## config.mk

```make
export PLATFORM = sky130hd
export DESIGN_NAME = ifetch_ctrl32
export DESIGN_NICKNAME = d
export VERILOG_FILES = /design/src/rtl/ifetch_ctrl32.sv
export SDC_FILE = /design/constraint.sdc
export NUM_CORES = 1
export LEC_CHECK = 0
export CAP_MARGIN = 20
export CELL_PAD_IN_SITES_DETAIL_PLACEMENT = 1
export CELL_PAD_IN_SITES_GLOBAL_PLACEMENT = 2
export CORE_MARGIN = 2
export CORE_UTILIZATION = 27
export CTS_CLUSTER_DIAMETER = 100
export DETAILED_ROUTE_END_ITERATION = 6
export PLACE_DENSITY_LB_ADDON = 0.1
export SLEW_MARGIN = 10
export SYNTH_ARGS = -nofsm -noshare
export SYNTH_HDL_FRONTEND = slang
export SYNTH_SLANG_ARGS = --single-unit
```

## constraint.sdc

```tcl
create_clock -name clock -period 4 [get_ports clock]
set_clock_uncertainty 0.1 [all_clocks]
set_input_delay 0.8 -clock clock [delete_from_list [all_inputs] [get_ports clock]]
set_output_delay 0.8 -clock clock [all_outputs]
set_load 0.02 [all_outputs]
```

## src/rtl/ifetch_ctrl32.sv

```systemverilog
// ifetch_ctrl32: instruction-fetch and PC-update controller for the single-cycle MIPS32 core.
// Optional macro IFETCH_MISALIGN_TRAP_EN: misaligned jr targets trap to TRAP_PC and set misalign_err.
module ifetch_ctrl32 #(
  parameter logic [31:0] RESET_PC = 32'h0000_0000,
  parameter logic [31:0] TRAP_PC  = 32'h0000_0180,
  parameter int unsigned TIMEOUT  = 16
) (
  input  logic        clock,
  input  logic        reset_n,
  output logic        imem_req,
  output logic [31:0] imem_addr,
  input  logic        imem_ready,
  input  logic [31:0] imem_rdata,
  output logic [31:0] Instruction,
  output logic        instr_valid,
  output logic [31:0] PC_plus_4,
  input  logic        retire,
  input  logic [31:0] Add_Result,
  input  logic        Zero,
  input  logic [31:0] Read_data_1,
  input  logic        Branch,
  input  logic        nBranch,
  input  logic        Jmp,
  input  logic        Jal,
  input  logic        Jrn,
  output logic        fetch_timeout,
  output logic        misalign_err
);

  localparam int unsigned CW = $clog2(TIMEOUT + 1);

  localparam logic [1:0] ST_BOOT  = 2'd0;
  localparam logic [1:0] ST_FETCH = 2'd1;
  localparam logic [1:0] ST_EXEC  = 2'd2;

  logic [1:0]    state, state_nx;
  logic [CW-1:0] wait_cnt, wait_cnt_nx;
  logic          req_nx, valid_nx, timeout_nx, misalign_nx;
  logic [31:0]   pc_nx, pc_plus_4_nx, instr_nx;

  logic          taken;
  logic          trap;
  logic [31:0]   jump_target, branch_target, jr_target, next_pc;
  logic          unused_bits;

  assign taken         = (Branch & Zero) | (nBranch & ~Zero);
  assign jump_target   = {PC_plus_4[31:28], Instruction[25:0], 2'b00};
  assign branch_target = {Add_Result[29:0], 2'b00};

`ifdef IFETCH_MISALIGN_TRAP_EN
  assign jr_target   = Read_data_1;
  assign trap        = Jrn & (Read_data_1[1:0] != 2'b00);
  assign unused_bits = ^Add_Result[31:30];
`else
  assign jr_target   = {Read_data_1[31:2], 2'b00};
  assign trap        = 1'b0;
  assign unused_bits = ^{Add_Result[31:30], Read_data_1[1:0], TRAP_PC};
`endif

  // Next-PC priority: trap, jr, j/jal, taken branch, sequential.
  always_comb begin
    next_pc = imem_addr + 32'd4;
    if (trap)               next_pc = TRAP_PC;
    else if (Jrn)           next_pc = jr_target;
    else if (Jmp || Jal)    next_pc = jump_target;
    else if (taken)         next_pc = branch_target;
  end

  // Next-state and next-output logic.
  always_comb begin
    state_nx     = state;
    wait_cnt_nx  = wait_cnt;
    req_nx       = imem_req;
    valid_nx     = instr_valid;
    timeout_nx   = fetch_timeout;
    misalign_nx  = misalign_err;
    pc_nx        = imem_addr;
    pc_plus_4_nx = PC_plus_4;
    instr_nx     = Instruction;
    case (state)
      ST_BOOT: begin
        state_nx    = ST_FETCH;
        req_nx      = 1'b1;
        wait_cnt_nx = '0;
      end
      ST_FETCH: begin
        if (!imem_req) begin
          // One-cycle gap after a timeout; re-issue the same address.
          req_nx = 1'b1;
        end else if (imem_ready) begin
          instr_nx    = imem_rdata;
          valid_nx    = 1'b1;
          req_nx      = 1'b0;
          wait_cnt_nx = '0;
          state_nx    = ST_EXEC;
        end else if (wait_cnt == CW'(TIMEOUT - 1)) begin
          timeout_nx  = 1'b1;
          wait_cnt_nx = '0;
          req_nx      = 1'b0;
        end else begin
          wait_cnt_nx = wait_cnt + CW'(1);
        end
      end
      ST_EXEC: begin
        if (retire) begin
          pc_nx        = next_pc;
          pc_plus_4_nx = next_pc + 32'd4;
          valid_nx     = 1'b0;
          req_nx       = 1'b1;
          state_nx     = ST_FETCH;
          if (trap) misalign_nx = 1'b1;
        end
      end
      default: begin
        state_nx = ST_BOOT;
        req_nx   = 1'b0;
        valid_nx = 1'b0;
      end
    endcase
  end

  always_ff @(posedge clock or negedge reset_n) begin
    if (!reset_n) begin
      state         <= ST_BOOT;
      wait_cnt      <= '0;
      imem_req      <= 1'b0;
      imem_addr     <= RESET_PC;
      Instruction   <= 32'h0;
      instr_valid   <= 1'b0;
      PC_plus_4     <= RESET_PC + 32'd4;
      fetch_timeout <= 1'b0;
      misalign_err  <= 1'b0;
    end else begin
      state         <= state_nx;
      wait_cnt      <= wait_cnt_nx;
      imem_req      <= req_nx;
      imem_addr     <= pc_nx;
      Instruction   <= instr_nx;
      instr_valid   <= valid_nx;
      PC_plus_4     <= pc_plus_4_nx;
      fetch_timeout <= timeout_nx;
      misalign_err  <= misalign_nx;
    end
  end

endmodule

```

=== Word-level counts from Yosys, hierarchy flattened ===
Cells that the tools add are included.

* Bits in latches: 0
* Memories kept: 0
* Bits in read-only memories: 0
* Word-level logic and storage cells: 52
* Memory bits (writable): 0
* Output and inout bits: 100
* Register bits after elaboration: 106

* Add/subtract/negate cells: 3
* $mul: 0
* Equal/unequal tests: 6
* Reduce and logical (&&, ||, !) cells: 9
* Div/mod/pow operators: 0
* Mux-type cells: 20
* Order comparisons: 0
* Bitwise logic cells: 6
* Shift-type cells: 0

{| class="wikitable"
|+ Operator list
! kind !! number
|-
| two-way mux 32 bit || 3
|-
| adder 32 x 3 -> 32 bit (second input constant) || 2
|-
| two-way mux 5 bit || 3
|-
| one-hot mux 5 bit (2 select lines) || 1
|-
| AND reduction 4 bit || 2
|-
| two-way mux 1 bit || 7
|-
| two-way mux 2 bit || 3
|-
| != test 2 bit (second input constant) || 3
|-
| one-hot mux 1 bit (3 select lines) || 2
|-
| one-hot mux 2 bit (3 select lines) || 1
|-
| AND reduction 3 bit || 2
|-
| adder 5 x 1 -> 5 bit (second input constant) || 1
|-
| equality test 5 x 4 -> 1 bit (second input constant) || 1
|-
| AND reduction 2 bit || 2
|-
| inverter 1 bit || 3
|-
| AND 1 bit || 2
|-
| equality test 2 x 1 -> 1 bit (second input constant) || 1
|-
| equality test 2 bit (second input constant) || 1
|-
| logical NOT 2 bit || 1
|-
| nonzero test 2 bit || 1
|-
| logical OR 1 bit || 1
|-
| bitwise OR 1 bit || 1
|}

=== Depth between registers and ports, before layout ===
* Depth in word-level cells: 7
* Mapped depth: 12

=== Worst setup path after synthesis ===
No wires, ideal clock.

* Path type: input port to flip-flop
* Start: in Zero
* End: reg PC_plus_4[26]
* Setup time: 69 ps
* Arrival: 3523 ps
* Stages on the path: 10
* Path buffers: 2
* Data required time: 3831 ps
* Path slack: 308 ps
* Cells stage by stage: mux2_2 -> clkbuf_1 -> nor4_1 -> a211oi_1 -> or2_2 -> or4_1 -> buf_2 -> or3_4 -> or4_1 -> nand3_1

* Longest elaborated chain between the ends: 7

{| class="wikitable"
|+ Ends and longest elaborated chain
! what !! RTL line !! text
|-
| start, declared || 19 || <nowiki>input logic Zero,</nowiki>
|-
| inverter 1 bit || 46 || <nowiki>assign taken = (Branch & Zero) | (nBranch & ~Zero);</nowiki>
|-
| AND 1 bit || 46 ||
|-
| bitwise OR 1 bit * || 46 ||
|-
| two-way mux 32 bit * || 66 || <nowiki>else if (taken) next_pc = branch_target;</nowiki>
|-
| two-way mux 32 bit * || 65 || <nowiki>else if (Jmp || Jal) next_pc = jump_target;</nowiki>
|-
| two-way mux 32 bit * || 64 || <nowiki>else if (Jrn) next_pc = jr_target;</nowiki>
|-
| adder 32 x 3 -> 32 bit * || 107 || <nowiki>pc_plus_4_nx = next_pc + 32'd4;</nowiki>
|-
| end signal, assigned || 130 || <nowiki>PC_plus_4 <= RESET_PC + 32'd4;</nowiki>
|-
| end signal, assigned || 140 || <nowiki>PC_plus_4 <= pc_plus_4_nx;</nowiki>
|-
| end, declared || 16 || <nowiki>output logic [31:0] PC_plus_4,</nowiki>
|}

Every way passes the cells marked *; elsewhere a longest branch is shown, timed or not.
A chain may end at the register's enable or synchronous reset.

=== Final worst setup path ===
* Start: in Jal
* End: reg PC_plus_4[27]

* Longest elaborated chain between the ends: 4

{| class="wikitable"
|+ Ends and longest elaborated chain
! what !! RTL line !! text
|-
| start, declared || 24 || <nowiki>input logic Jal,</nowiki>
|-
| logical OR 1 bit || 65 ||
|-
| two-way mux 32 bit || 65 ||
|-
| two-way mux 32 bit || 64 ||
|-
| adder 32 x 3 -> 32 bit || 107 ||
|}

No other way between the ends.

==> impl_metrics.csv <==
group,metric,value,unit
cells_and_area,area_delta_synth_final,52.0,%
placed_design,gp_congestion,0.874,
global_routing,grt_max_degree,82,
floorplan,rows,55,
route,vias_per_cell,5.27,
sta,min_period_over_period,0.975,
placed_design,io_buffers,196,
sta,fin_setup_tns,0,ns
setup_path,reg2reg_to,"PC_plus_4[27]",
sta,hold_viol,0,
worst_hold_path,hp-class,"input pin to asynchronous set/reset pin",
floorplan,die_y,156,um
synthesis,ys_ff_latch,102,
floorplan,chipWidth,156,um
global_routing,grt-ovfl-total,0,
sta,min_period,3.90,ns
cells_and_area,fin_util,0.419,
route,drt-total-wl,26.1,mm
cts,cts_hold_buf,0,
cts,h-tree-depth,3,
cells_and_area,antenna_cells,0,
cts,clock_path_buffers,2,
sta,worst_pin_slew,0.658,ns
outcome,outcome,"finished, final reports clean",
cts,cts_tree,"done",
cells_and_area,nNetsFinal,1081,
cts,clk_pin_slew,0.07,ns
synthesis,seq_area_frac_synth,0.408,
cells_and_area,final_cell_mix,"clkdlybuf4s50_1 (194), nand2_1 (113), dfrtp_1 (101)",
setup_path,cp_data_arrival_time,4.05,ns
cells_and_area,final_common_cell,"clkdlybuf4s50_1",
cells_and_area,fin_area,9520,um^2
synthesis,syn_inst,719,
global_routing,grt.total_usage,0.215,
pwr,peakVddDrop,0.272,mV
floorplan,pin_count,206,
sta,worst_slack,0.0993,ns
synthesis,yosys_warnings,0,
global_routing,grt_pass1_wl,40.5,mm
sta,slew_headroom,0.558,
synthesis,synth_ff_type,"dfrtp_1",
cells_and_area,drive_above_1_share,0.169,
sta,rsz0062_at_grt,"true",
sta,fmax,256,MHz
pwr,leakage,0.00389,uW
synthesis,avgSynthCellArea,8.71,um^2
placed_design,pre_cts_ws,-0.354,ns
cts,cts-buffers-inserted,9,
floorplan,core,22700,um^2
cts,clk_latency,0.36,ns
global_routing,antenna_found_initial,0,
synthesis,synth_edf_count,0,
synthesis,synth_area_leaders,"dfrtp_1 (40%), nand2_1 (6.8%), mux2_2 (6.3%)",
sta,setup_violations,0,
setup_path,cp_max_fo,24,
setup_path,r2r_cells,11,
route,wl_per_cell,20.7,um
placed_design,place_area,9180,um^2
pwr,powerDensity,651,nW/um^2
global_routing,grt_pass1_vias,7094,
setup_path,required,4.15,ns
job,maxCapViolCount,0,
route,drc,0,
pwr,totalPowerFinal,6190,uW
route,routed-via-count,6645,
synthesis,yosysTopAreaCellShare,0.404,
synthesis,synth_area,6260,um^2
setup_path,path_cells,"clkdlybuf4s50_1 > buf_4 > nor2_2 > buf_4 > buf_12 > o211ai_1 > or4_1 > o211ai_1 > nand4_1 > nor4b_4 > buf_4 > a31oi_1 > o31ai_1",
setup_path,max_stage_delay,0.48,ns
setup_path,crit_path_end_kind,"flip-flop",
setup_path,criticalPathCategory,"input pin to flip-flop",
floorplan,start_util,0.276,
setup_path,rrSetupSlack,0.31,ns
floorplan,dieArea,24400,um^2
setup_path,cpMaxStageDelayCell,"clkdlybuf4s50_1",
cts,cts_resized,0,
synthesis,synth.distinct_cells,68,
setup_path,timing.critical_path.mode_cell,"buf_4",
route,drt_iter0_drc,238,
synthesis,synth_top_cell_by_area,"dfrtp_1",
setup_path,cp-start-kind,"input pin",
cts,cts_root_buf,"clkbuf_16",
route,drt_first_pass_iters,4,
placed_design,hpwl,20.2,mm
setup_path,r2r-start,"imem_addr[3]",
synthesis,synth_async_sr_flop_share,1.00,
cts,cts.sinks,102,
cts,post-cts-setup-buffers,0,
route,drtAntennaViolNets,0,
sta,finalMaxSlewViolations,0,
## metal layers
metal,up-vias,track usage,routed length [um]
met1,3313,0.272,11400
met5,-,0,0
li1,3127,-,-
met4,0,0.0647,536
met2,177,0.377,13000
met3,28,0.0343,1120
## final cells by class
| cell class | instances | area, um^2 |
|---|---|---|
| Clock buffer | 10 | 229 |
| Clock inverter | 5 | 82.6 |
| Fill cell | 2641 | 13200 |
| Inverter | 17 | 63.8 |
| Multi-Input combinational cell | 553 | 3480 |
| Sequential cell | 102 | 2550 |
| Tap cell | 285 | 357 |
| Timing Repair Buffer | 289 | 2750 |
## power by group
| group | switching (uW) | internal (uW) |
|---|---|---|
| Sequential | 554 | 1500 |
| Clock | 441 | 550 |
| Combinational | 1590 | 1550 |
| Total | 2590 | 3610 |
## metrics by stage
step / hold WS (ns) / cells
after floorplan: 0.404 / 723
after global routing: 0.380 / 1261
final: 0.342 / 1261
after CTS: 0.367 / 1261
after global placement: 0.359 / 1245
after detailed placement: 0.357 / 1246
## sequential cells by signal, summed over array words and instances, names as in the netlist
register	cells
wait_cnt	5
instr_valid	1
state	2
PC_plus_4	30
Instruction	32
imem_addr	30
imem_req	1
fetch_timeout	1
## critical path, delay by kind of cell
family                 cells  cell delay [ns]
AND/OR/NAND/NOR            4             1.33
buffers and inverters      5             1.22
AO/OA/AOI/OAI              4             0.69
## cell families (layout without fill, tap and decap cells)
logic type	count (synthesis)	count (layout)	share of synthesized area
and+or+nand+nor	301	301	0.242
AOI/OAI and AO/OA	178	178	0.192
DFF	102	102	0.408
buffers and inverters	68	321	0.0450
muxes	39	39	0.0693
xor gates and xnor gates	27	27	0.0378
adders and majority gates	3	3	0.00600
other	1	5	0.000599
## worst max-delay path by stage
stage	from	to
CTS	Zero	PC_plus_4[27]
global placement	Zero	PC_plus_4[26]
floorplan	Zero	PC_plus_4[26]
detailed placement	Zero	PC_plus_4[24]
global route	Jal	PC_plus_4[27]
finish	Jal	PC_plus_4[27]
## cells in the mapped netlist (all sizes together) (11+ instances only)
cell    count
xnor2      20
mux2       35
dfrtp     101
nand4      11
nor2       40
clkbuf     37
buf        14
nand3      28
a21oi      17
nor4       13
nor3       27
o21ai      66
or3        12
a31oi      11
inv        17
nand2     113
No activity file was read; power rests on OpenSTA's default activity.
